[src/rtl/clk_sched_pkg.sv]
// Shared types and helpers for the clock-enable scheduler.
package clk_sched_pkg;

    typedef enum logic [1:0] {WARMUP, RUN, HOLD} state_e;

    localparam int MIN_DIV = 2;

    // Length of the high phase; odd divisors put the extra cycle in the low phase.
    function automatic logic [31:0] half_period(input logic [31:0] n);
        return n >> 1;
    endfunction

endpackage

[src/rtl/clk_period_gen.sv]
// Period counter with high/low compare and tick; outputs are registered from
// next-cycle counter values so pins line up with the counter register.
module clk_period_gen
    import clk_sched_pkg::*;
#(
    parameter int CNT_W       = 16,
    parameter int DEFAULT_DIV = 2
) (
    input  logic             clk_in,
    input  logic             rst_n,
    input  logic             run,
    input  logic             load,
    input  logic [CNT_W-1:0] n,
    output logic             wrap,
    output logic             clk_out,
    output logic             tick
);

    logic [CNT_W-1:0] cnt_q, cnt_d;
    logic [CNT_W-1:0] n_q, n_d;
    logic             run_q;
    logic             clk_out_q, clk_out_d;
    logic             tick_q, tick_d;

    always_comb begin
        wrap      = run_q && (cnt_q == n_q - CNT_W'(1));
        n_d       = load ? n : n_q;
        cnt_d     = '0;
        // Entering RUN, leaving RUN, or wrapping all restart the period at 0.
        if (run && run_q && !wrap) cnt_d = cnt_q + CNT_W'(1);
        clk_out_d = run && (cnt_d < CNT_W'(half_period(32'(n_d))));
        tick_d    = run && (cnt_d == '0);
    end

    always_ff @(posedge clk_in) begin
        if (!rst_n) begin
            cnt_q     <= '0;
            n_q       <= CNT_W'(DEFAULT_DIV);
            run_q     <= 1'b0;
            clk_out_q <= 1'b0;
            tick_q    <= 1'b0;
        end else begin
            cnt_q     <= cnt_d;
            n_q       <= n_d;
            run_q     <= run;
            clk_out_q <= clk_out_d;
            tick_q    <= tick_d;
        end
    end

    assign clk_out = clk_out_q;
    assign tick    = tick_q;

endmodule

[src/rtl/clk_div_sched.sv]
// Clock-enable scheduler top: warm-up/run/hold FSM, divisor change handshake,
// sticky error flag. Period shaping lives in clk_period_gen.
module clk_div_sched
    import clk_sched_pkg::*;
#(
    parameter int CNT_W         = 16,
    parameter int DEFAULT_DIV   = 2,
    parameter int WARMUP_CYCLES = 1024
) (
    input  logic             clk_in,
    input  logic             rst_n,
    input  logic             en,
    input  logic             div_req,
    input  logic [CNT_W-1:0] div_val,
    output logic             div_ack,
    output logic             busy,
    output logic             clk_out,
    output logic             tick,
    output logic             locked,
    output logic             err
);

    localparam int WU_W = (WARMUP_CYCLES > 1) ? $clog2(WARMUP_CYCLES) : 1;

    state_e           state_q, state_d;
    logic [WU_W-1:0]  wu_q, wu_d;
    logic [CNT_W-1:0] pend_q, pend_d;
    logic             busy_q, busy_d;
    logic             ack_q, ack_d;
    logic             err_q, err_d;
    logic             locked_q, locked_d;
    logic             wrap, apply, run;

    always_comb begin
        state_d = state_q;
        wu_d    = wu_q;
        pend_d  = pend_q;
        busy_d  = busy_q;
        err_d   = err_q;

        unique case (state_q)
            WARMUP: begin
                wu_d = wu_q + WU_W'(1);
                if (wu_q == WU_W'(WARMUP_CYCLES - 1)) begin
                    state_d = en ? RUN : HOLD;
                    wu_d    = '0;
                end
            end
            RUN:     if (wrap && !en) state_d = HOLD;
            HOLD:    if (en) state_d = RUN;
            default: state_d = WARMUP;
        endcase

        // Changeover only at a period boundary while running; anywhere else at once.
        apply = busy_q && (state_q != RUN || wrap);
        if (apply) busy_d = 1'b0;

        // busy_q (not busy_d) gates capture, so a request landing on the apply
        // cycle is dropped and one landing on a wrap waits for the next boundary.
        if (div_req && !busy_q) begin
            busy_d = 1'b1;
            if (div_val < CNT_W'(MIN_DIV)) begin
                pend_d = CNT_W'(MIN_DIV);
                err_d  = 1'b1;
            end else begin
                pend_d = div_val;
            end
        end

        ack_d    = apply;
        run      = (state_d == RUN);
        locked_d = run;
    end

    always_ff @(posedge clk_in) begin
        if (!rst_n) begin
            state_q  <= WARMUP;
            wu_q     <= '0;
            pend_q   <= CNT_W'(DEFAULT_DIV);
            busy_q   <= 1'b0;
            ack_q    <= 1'b0;
            err_q    <= 1'b0;
            locked_q <= 1'b0;
        end else begin
            state_q  <= state_d;
            wu_q     <= wu_d;
            pend_q   <= pend_d;
            busy_q   <= busy_d;
            ack_q    <= ack_d;
            err_q    <= err_d;
            locked_q <= locked_d;
        end
    end

    clk_period_gen #(
        .CNT_W       (CNT_W),
        .DEFAULT_DIV (DEFAULT_DIV)
    ) u_gen (
        .clk_in  (clk_in),
        .rst_n   (rst_n),
        .run     (run),
        .load    (apply),
        .n       (pend_q),
        .wrap    (wrap),
        .clk_out (clk_out),
        .tick    (tick)
    );

    assign div_ack = ack_q;
    assign busy    = busy_q;
    assign locked  = locked_q;
    assign err     = err_q;

endmodule

[config.mk]
export PLATFORM = sky130hd
export DESIGN_NAME = clk_div_sched
export DESIGN_NICKNAME = d
export VERILOG_FILES = /design/src/rtl/clk_sched_pkg.sv /design/src/rtl/clk_period_gen.sv /design/src/rtl/clk_div_sched.sv
export SDC_FILE = /design/constraint.sdc
export NUM_CORES = 1
export LEC_CHECK = 0
export CORE_ASPECT_RATIO = 1.2
export CORE_UTILIZATION = 40
export CTS_CLUSTER_SIZE = 12
export DETAILED_ROUTE_END_ITERATION = 10
export PLACE_DENSITY = 0.63
export SYNTH_ARGS = -nofsm -noshare
export SYNTH_HDL_FRONTEND = slang
export SYNTH_HIERARCHICAL = 1
export SYNTH_SLANG_ARGS = --single-unit
[constraint.sdc]
create_clock -name clk_in -period 4.6 [get_ports clk_in]
set_input_delay 0.69 -clock clk_in [delete_from_list [all_inputs] [get_ports clk_in]]
set_output_delay 0.69 -clock clk_in [all_outputs]
set_load 0.05 [all_outputs]
---- Yosys cells after proc, flatten, opt, wreduce, memory -nomap -nowiden ----
Index checks and enable logic that the tools add are counted.
operators by class
  order comparisons ....................... 2
  equal/unequal tests ..................... 6
  reduce and logical (&&, ||, !) cells .... 16
  multiplexer cells ....................... 11
  add/subtract/negate cells ............... 3
operators by type and width
  kind                                                                      number
  16-bit two-way mux                                                        3
  16-bit by 1-bit adder with 16-bit output (second input constant)          1
  16-bit == test                                                            1
  16-bit logical NOT                                                        1
  16-bit by 15-bit < comparator with 1-bit output                           1
  16-bit by 2-bit < comparator with 1-bit output (second input constant)    1
  16-bit by 1-bit subtractor with 16-bit output (second input constant)     1
  10-bit by 1-bit adder with 10-bit output (second input constant)          1
  10-bit == test (second input constant)                                    1
  10-bit two-way mux                                                        1
  1-bit logical AND                                                         8
  2-bit two-way mux                                                         4
  2-bit case mux with 3 select lines                                        1
  2-bit by 1-bit == test with 1-bit output (second input constant)          2
  1-bit logical NOT                                                         3
  2-bit == test (second input constant)                                     1
  2-bit logical NOT                                                         1
  1-bit two-way mux                                                         2
  2-bit by 1-bit inequality test with 1-bit output (second input constant)  1
  2-bit AND reduction                                                       1
  2-bit nonzero test                                                        1
  1-bit logical OR                                                          1
word-level totals
  logic and storage cells ................. 50
  output and inout bits ................... 6
  register bits after elaboration ......... 66

---- Longest topological paths before layout ----
Gate-level depths: netlist of the first run.
  depth in word-level cells ............... 12
  depth in mapped cells ................... 23

---- Hierarchy ----
Netlist of the first run, hierarchy kept.
by module, submodules not included
  module          cells an instance  seq. area each (um^2)  area each (um^2)  times used
  clk_period_gen  284                700.7                  2,391.0           1
  clk_div_sched   164                640.6                  1,393.8           1

---- Least setup slack after synthesis of the first run ----
No wires, ideal clock.
  path kind ............................... register to register
  start point ............................. reg u_gen.n_q[3]
  end point ............................... reg u_gen.clk_out_q, in the netlist u_gen/clk_out
  cell stages (with the launch flop) ...... 21
  data required time ...................... 4,530 ps
  library setup time ...................... 70 ps
  path buffers ............................ 4
  arrival time ............................ 4,611 ps
  path slack .............................. -81 ps
  path through ............................ dfxtp_1 > buf_6 > or4_1 > buf_2 > or3_1 > o31ai_2 > o211ai_1 > nor4_4 > nor2_1 > a21boi_0 > clkbuf_1 > clkbuf_1 > mux2i_1 > ha_1 > a21o_1 > a21o_1 > a21oi_1 > nor3_1 > nor3_1 > o31ai_1 > a21oi_1
RTL lines
  element                                          RTL line              RTL
  start: declaration                               clk_period_gen.sv:20  logic [CNT_W-1:0] n_q, n_d;
  start signal: assignment                         clk_period_gen.sv:38  n_q <= CNT_W'(DEFAULT_DIV);
  start signal: assignment                         clk_period_gen.sv:44  n_q <= n_d;
  16-bit by 1-bit subtractor with 16-bit output    clk_period_gen.sv:26  wrap = run_q && (cnt_q == n_q - CNT_W'(1));
  16-bit == test                                   clk_period_gen.sv:26
  1-bit logical AND                                clk_period_gen.sv:26
  net wrap                                         clk_div_sched.sv:32   logic wrap, apply, run;
  1-bit logical OR                                 clk_div_sched.sv:55   apply = busy_q && (state_q != RUN || wrap);
  1-bit logical AND                                clk_div_sched.sv:55
  net ack_d                                        clk_div_sched.sv:29   logic ack_q, ack_d;
  16-bit two-way mux                               clk_period_gen.sv:27  n_d = load ? n : n_q;
  16-bit by 15-bit < comparator with 1-bit output  clk_period_gen.sv:31  clk_out_d = run && (cnt_d < CNT_W'(half_period(32'(n_d))));
  1-bit logical AND                                clk_period_gen.sv:31
  end signal: assignment                           clk_period_gen.sv:46  clk_out_q <= clk_out_d;
  end: declaration                                 clk_period_gen.sv:22  logic clk_out_q, clk_out_d;
The timed path passes the listed nets, and every way through them passes these cells.
A chain may end at the register's enable or synchronous reset.

---- Final worst setup path of the first run ----
  start point ............................. reg u_gen.n_q[5]
  end point ............................... reg u_gen.clk_out_q, in the netlist u_gen/clk_out
between the ends
  longest elaborated chain between the ends .. 12
RTL lines
  element                                          RTL line              RTL
  16-bit by 1-bit subtractor with 16-bit output    clk_period_gen.sv:26
  16-bit == test                                   clk_period_gen.sv:26
  1-bit logical AND                                clk_period_gen.sv:26
  net wrap                                         clk_div_sched.sv:32
  1-bit logical AND                                clk_div_sched.sv:49   RUN: if (wrap && !en) state_d = HOLD;
  2-bit two-way mux                                clk_div_sched.sv:49
  2-bit case mux with 3 select lines               clk_div_sched.sv:41   unique case (state_q)
  2-bit by 1-bit == test with 1-bit output         clk_div_sched.sv:71   run = (state_d == RUN);
  net locked_d                                     clk_div_sched.sv:31   logic locked_q, locked_d;
  1-bit logical AND (2 in a row)                   clk_period_gen.sv:30  if (run && run_q && !wrap) cnt_d = cnt_q + CNT_W'(1);
  16-bit two-way mux                               clk_period_gen.sv:30
  net u_gen.cnt_d[5]                               clk_period_gen.sv:19  logic [CNT_W-1:0] cnt_q, cnt_d;
  16-bit by 15-bit < comparator with 1-bit output  clk_period_gen.sv:31
  1-bit logical AND                                clk_period_gen.sv:31
The timed path passes the listed nets, and every way through them passes these cells.

==> results of run 1 <==
-- routing by layer --
layer,part of all wire,GRT usage,wire [um]
met1,0.46,0.243,4290
met2,0.48,0.314,4410
met3,0.032,0.0302,293
met4,0.028,0.110,256
met5,0,0,0
-- area by class of cell --
cell class              instances  share of cell area
repair buffers                 39              0.0885
inverters                      10             0.00862
well taps                     120              0.0345
clock buffers                  11              0.0348
flip-flops and latches         67               0.309
clock inverters                 5             0.00632
multi-input cells             341               0.519
-- state kept, by name, indices dropped and copies added (netlist names) --
register       count
u_gen/run_q        1
pend_q            16
state_q            2
u_gen/cnt_q       16
busy               1
locked             1
u_gen/clk_out      1
wu_q              10
u_gen/n_q         16
u_gen/tick         1
div_ack            1
err                1
-- metrics by stage --
stage | worst slack [ns] | setup TNS, ns | cells | total power (W)
finish | 0.207 | 0 | 593 | 0.00120
global route | -0.0265 | -0.0265 | 593 | 0.00126
CTS | 0.0913 | 0 | 588 | 0.00121
detailed placement | 0.131 | 0 | 572 | 0.000760
global placement | 0.264 | 0 | 572 | 0.000757
floorplan | 0.0950 | 0 | 448 | 0.000714
-- logic make-up after synthesis --
kind of cell	Yosys count	synth area share
adders and majority gates	17	0.0562
and+or+nand+nor	190	0.259
AOI/OAI and AO/OA	79	0.143
muxes	18	0.0479
xor gates and xnor gates	37	0.0856
DFF	67	0.354
buffers and inverters	40	0.0539
-- what timing repair did --
item / 4_1_cts / 5_1_grt
buffers inserted: 0 / 4
endpoints found under the setup margin: 0 / 1
resized for setup: 0 / 6
-- power breakdown --
| group | internal (W) | switching (W) |
|---|---|---|
| sequential | 0.000599 | 0.0000171 |
| combinational | 0.0000629 | 0.0000722 |
| clock | 0.000221 | 0.000226 |
-- placed cells by master, fill, tap and decap left out, types with 3 or more instances in the layout --
cell	synthesis	routed
a21o_1	3	3
a21oi_1	24	24
and2_1	3	3
and3_1	6	6
and4_1	5	5
buf_4	2	12
clkbuf_8	0	11
clkdlybuf4s50_1	0	25
clkinv_2	0	4
dfxtp_1	67	65
ha_1	17	17
inv_1	10	10
mux2i_1	17	17
nand2_1	43	43
nand2b_1	5	5
nand3_1	17	17
nand4_1	9	9
nor2_1	40	40
nor3_1	29	29
nor4_1	9	8
o211a_1	4	4
o211ai_1	8	8
o21ai_0	11	11
o31ai_1	4	4
o41ai_1	3	3
or3_1	6	6
or4_1	5	4
xnor2_1	20	20
xor2_1	17	17
-- path summary, 6_finish.rpt --
kind,startpoint,endpoint,slack (ns),cells past startpoint
hold / removal,pend_q[15],pend_q[15],0.46,2
hold reg to reg,pend_q[15],pend_q[15],0.46,2
setup reg to reg,u_gen/n_q[5],u_gen/clk_out,0.21,20
setup / recovery,u_gen/n_q[5],u_gen/clk_out,0.21,20
-- worst max-delay path: stages (launching register included) --
cell      delay [ns]
dfxtp_2         0.35
or4_4           0.56
or3_1           0.38
o31ai_2         0.24
o211ai_1        0.19
nor4_4          0.36
inv_1           0.09
a21o_1          0.19
o211a_1         0.15
nand2_1         0.12
or2_4           0.15
buf_12          0.14
nor2_1          0.06
ha_1            0.32
a21o_1          0.18
a21o_1          0.17
a21oi_1         0.14
nor3_1          0.07
nor3_1          0.21
o31ai_1         0.11
a21oi_1         0.13
==> results.md, run 1 <==
* Status: complete, no violations
* H-tree depth at 3
* Row count at 38
* Max cap viols at 0
* CP max FO at 16
* Hold_buf cts at 0
* Arr. time, crit path at 4.68 ns
* Clock transition at path regs at 0.08 ns
* Pre-antenna DRT Iters at 5
* Setup violations, final at 0
* Fin crit period at 4.39 ns
* Syn Inst Count at 448
* PD cells at 275 mW/mm^2
* Clock Tree Root: clkbuf_8
* DRC at 0
* Fmax at 0.228 GHz
* Flops & latches, synth at 67
* Worst Max-Slew Pin Slew at 0.992 ns
* Fraction of synthesis flops using an asynchronous set or reset pin at 0
* First-pass GRT wire length at 15.0 mm
* Max clock buf depth at 2
* Avg Synthesized Cell Area at 8.45 um^2
* Die Y at 109 um
* Yosys top cell area share at 0.354
* Max Slew Vio Count at 0
* Vias at 3,379
* Final HPWL DP at 6.86 mm
* CTS sink count at 67
* IO Port Bufs at 25
* Post-DP Area at 0.00410 mm^2
* Gpl congestion at 0.893
* Initial antenna violation count at 0
* EDFF count, synth at 0
* CP endpoint kind: register
* Crit path launch type: register
* Area of the mapped netlist at 0.00378 mm^2
* Worst rel slew slack at 0.338
* YS warnings at 6
* Vias in the first global route at 3,095
* CP Class: reg2reg
* Most used DFF post-synth: dfxtp_1
* GR Util All Layers at 0.193
* CP required at 4.88 ns
* Io pins at 26
* Multi-input logic area at 0.00226 mm^2
* Top-count cell post-synth: dfxtp_1
* Static Leak at 1.65 nW
* Ant diodes at 0
* Fin. Hold Viols at 0
* Vias per inst at 5.70
* Peak supply drop at 0.166 mV
* Hold Path Class: reg2reg
* Proportion of layout cells with a drive suffix above 1 at 0.0930
* Starting DRT DRC Count at 340
* Syn Nets at 485
* FF/Latch Area at 0.00134 mm^2
* Final period util at 0.955
* Final Net Count at 505
* Layout area overhead at 15.0%
* Synth top cells by count: 67 x dfxtp_1, 43 x nand2_1, 40 x nor2_1
* Antenna-violating nets left at 0
* Clock insertion delay at the later pin of the skew report at 0.35 ns
* Top area cells in the synthesized netlist: dfxtp_1 35%, ha_1 5.6%, xnor2_1 4.6%
* Largest net degree at the start of global routing at 32
* Remaining global-route overflow at 0
* Core Area at 0.00913 mm^2
* Post-synthesis sequential area ratio at 0.354
* Die X at 90.8 um
* Fillers at 906
* Finished Cell Area at 0.00435 mm^2
* Clock Skews at 0.00603 ns
* Die area at 0.00986 mm^2
* Top cell type by total area after synthesis: dfxtp_1
* Final wirelength at 9.25 mm
* CTS Buf Count at 9
* Yosys cell types at 58
* WHS at 0.456 ns
* CTS tree: built
* Detailed-route wire length per cell at 15.6 um
* Starting Density at 0.415
* Final core occ at 0.477
No activity file was read; power rests on OpenSTA's default activity.
==> inputs of run 2 (changes only) <==
SYNTH_HIERARCHICAL = not set   (was 1)
==> run 2 against run 1 <==
Compared with the run above: critical endpoint is now u_gen.clk_out; die area down 4.1%; non-clock buffer count up 2; sequential share of layout area fell by 0.29 points; maximum frequency increased by 4.7%; register-to-register slack gained 0.20 ns; largest cell class unchanged; core utilization is 2.0 points higher; first-iteration DRC count fell by 49%; sequential cell count decreased by 1; combinational power is 24% higher; synthesized cell count shrank 3.3%; synthesized area decreased by 4.2%; setup slack better by 0.20 ns.
==> results.md, run 2 <==
* Status: complete, no violations
* Max Slew Vio Count at 0
* CP max FO at 12
* WP buf/inv at 3
* YS warnings at 0
* Largest family of logic cells by synthesized area: simple AND/OR/NAND/NOR gates
* CP endpoint kind: register
* Row count at 37
* Worst rel slew slack at 0.355
* Antenna-violating nets left at 0
* Power Total at 0.00135 W
* Non-filler cells, final at 586
* Gpl congestion at 0.923
* Remaining global-route overflow at 0
* Final wirelength at 8.80 mm
* Clock transition at path regs at 0.08 ns
* R2R depth at 18
* Multi-input logic area at 0.00220 mm^2
* CP endpoint: u_gen.clk_out
* Die X at 88.9 um
* Yosys top cell area share at 0.364
* Layout area overhead at 19.1%
* Top area cells in the synthesized netlist: dfxtp_1 36%, nor2_1 6.7%, ha_1 5.9%
* Vias per inst at 5.41
* Post-synthesis simple-gate area fraction at 0.267
* Met3 GRT Util at 0.0512
* Syn Inst Count at 433
* Die Y at 106 um
* Area of the mapped netlist at 0.00363 mm^2
* Mux share of post-synthesis cell area at 0.0507
* PD cells at 312 mW/mm^2
* Hold Path Class: reg2reg
* Top cell type by total area after synthesis: dfxtp_1
* Worst Max-Slew Pin Slew at 0.966 ns
* Syn Nets at 470
* CTS Buf Count at 9
* Proportion of layout cells with a drive suffix above 1 at 0.0938
* CTS tree: built
* FF/Latch Area at 0.00132 mm^2
* Setup violations, final at 0
* Post-synthesis sequential area ratio at 0.364
* Fillers at 868
* Adder-Cell Fraction of Synth Area at 0.0586
* Starting Density at 0.417
* RSZ-0062 raised after global routing: false
* Final period util at 0.913
* Reg-to-Reg Start: u_gen.n_q[0]
* Max clock buf depth at 2
* Io pins at 26
* Arr. time, crit path at 4.47 ns
* Final Net Count at 501
* Fin. Hold Viols at 0
* Fraction of synthesis flops using an asynchronous set or reset pin at 0
* Fin crit period at 4.20 ns
* Largest stage delay, worst path at 0.40 ns
* Compound-Gate Fraction of Synth Area at 0.124
* Clock insertion delay at the later pin of the skew report at 0.36 ns
* Synth top cells by count: 66 x dfxtp_1, 65 x nor2_1, 43 x nand2_1
* Hold path startpoint: pend_q[4]
* Ant diodes at 0
* Crit path from: u_gen.n_q[0]
* Crit path cell chain: inv_1 -> ha_1 -> nor3b_1 -> buf_4 -> a21oi_1 -> nor3_1 -> nand4_1 -> a211oi_4 -> o311ai_4 -> buf_12 -> mux2i_1 -> ha_1 -> a21o_1 -> a21oi_1 -> a211oi_2 -> a2111oi_2 -> o21ai_0 -> nor3b_1
* Crit path launch type: register
* Detailed-route wire length per cell at 15.0 um
* EDFF count, synth at 0
* XOR/XNOR share of the synthesized area at 0.0966
* First-pass GRT wire length at 14.7 mm
* CP Class: reg2reg
* Dpl ws at 0.0921 ns
* Final TNS setup at 0 ns
* DRC at 0
* R2r endpoint: u_gen.clk_out
* Core Area at 0.00870 mm^2
* Yosys cell types at 53
* Setup ws final at 0.402 ns
* Worst path top cell family by delay: compound AO/OA/AOI/OAI gates
* CP required at 4.88 ns
* Most used DFF post-synth: dfxtp_1
* Peak supply drop at 0.166 mV
* M2 GR Usage at 0.324
* H-tree depth at 3
* Pre-antenna DRT Iters at 5
* Most frequent cells in the layout: 66 x dfxtp_1, 65 x nor2_1, 43 x nand2_1
* Avg Synthesized Cell Area at 8.38 um^2
* Biggest regs: pend_q (16), u_gen.cnt_q (16), u_gen.n_q (16)
* Most common cell after layout, fill and taps aside: dfxtp_1
* CTS sink count at 66
* Hold_buf cts at 0
* Starting DRT DRC Count at 175
* Max cap viols at 0
* Die area at 0.00945 mm^2
* Flops & latches, synth at 66
* IO Port Bufs at 25
* Clock Tree Root: clkbuf_8
* Largest net degree at the start of global routing at 30
* Static Leak at 1.71 nW
* Clock Skews at 0.0164 ns
* Busiest layer in global routing: met2
* Initial antenna violation count at 0
* Top-count cell post-synth: dfxtp_1
* Vias in the first global route at 2,945
* Crit. path cell count at 18
* Reg-to-reg slack, setup at 0.40 ns
* Slowest stage cell, crit path: a211oi_4
* Placed insts at 565
* GR Util All Layers at 0.206
* GR met1 Demand/Resource at 0.268
* Final HPWL DP at 6.72 mm
* Vias at 3,171
* Fmax at 0.238 GHz
## run 2: what timing repair did
item | in CTS | in global routing
gates resized for setup | 0 | 5
endpoints found under the setup margin | 0 | 1
setup buffers | 0 | 5
## run 2: how the worst min path moves through the flow
stage / slack, ns / cells past startpoint / end
after global placement: 0.45 / 2 / pend_q[6]
final: 0.46 / 2 / pend_q[4]
after global routing: 0.49 / 2 / pend_q[15]
after detailed placement: 0.45 / 2 / pend_q[4]
after floorplan: 0.44 / 2 / pend_q[0]
after CTS: 0.46 / 2 / pend_q[4]
## run 2: final cells by class
class                           count  area share
Multi-Input combinational cell    338       0.510
Sequential cell                    66       0.306
Timing Repair Buffer               41      0.0886
Clock buffer                       11      0.0350
Tap cell                          117      0.0339
Clock inverter                      5      0.0194
Inverter                            8     0.00695
## run 2: kinds of logic (layout without fill, tap and decap cells)
family	Yosys count	count (layout)
XOR/XNOR	40	40
buffers and inverters	29	65
adder cells (fa/ha/maj)	17	17
flip-flops	66	66
AND/OR/NAND/NOR	195	195
AO/OA/AOI/OAI	68	68
multiplexers	18	18
## run 2: power by group
group	switching, W	internal (W)	total [W]
sequential	0.0000171	0.000588	0.000605
clock	0.000239	0.000336	0.000576
combinational	0.0000840	0.0000828	0.000167
## run 2: metal layers
metal / wire length, um / up-vias
met5: 0 / -
met4: 269 / 0
met3: 315 / 18
met2: 4150 / 61
met1: 4070 / 1499
li1: - / 1593
## run 2: worst min-delay path, delay by kind of cell (launching register included)
family	cells	cell delay [ns]
and+or+nand+nor	1	0.05
AOI/OAI and AO/OA	1	0.05
DFF	1	0.31
## run 2: stage by stage
stage	utilization	hold slack (ns)	area, um^2
2_1_floorplan	-	0.436	3630
3_3_place_gp	0.461	0.447	4020
3_5_place_dp	0.461	0.453	4020
4_1_cts	0.488	0.463	4250
5_1_grt	0.496	0.490	4320
6_report	0.496	0.459	4320
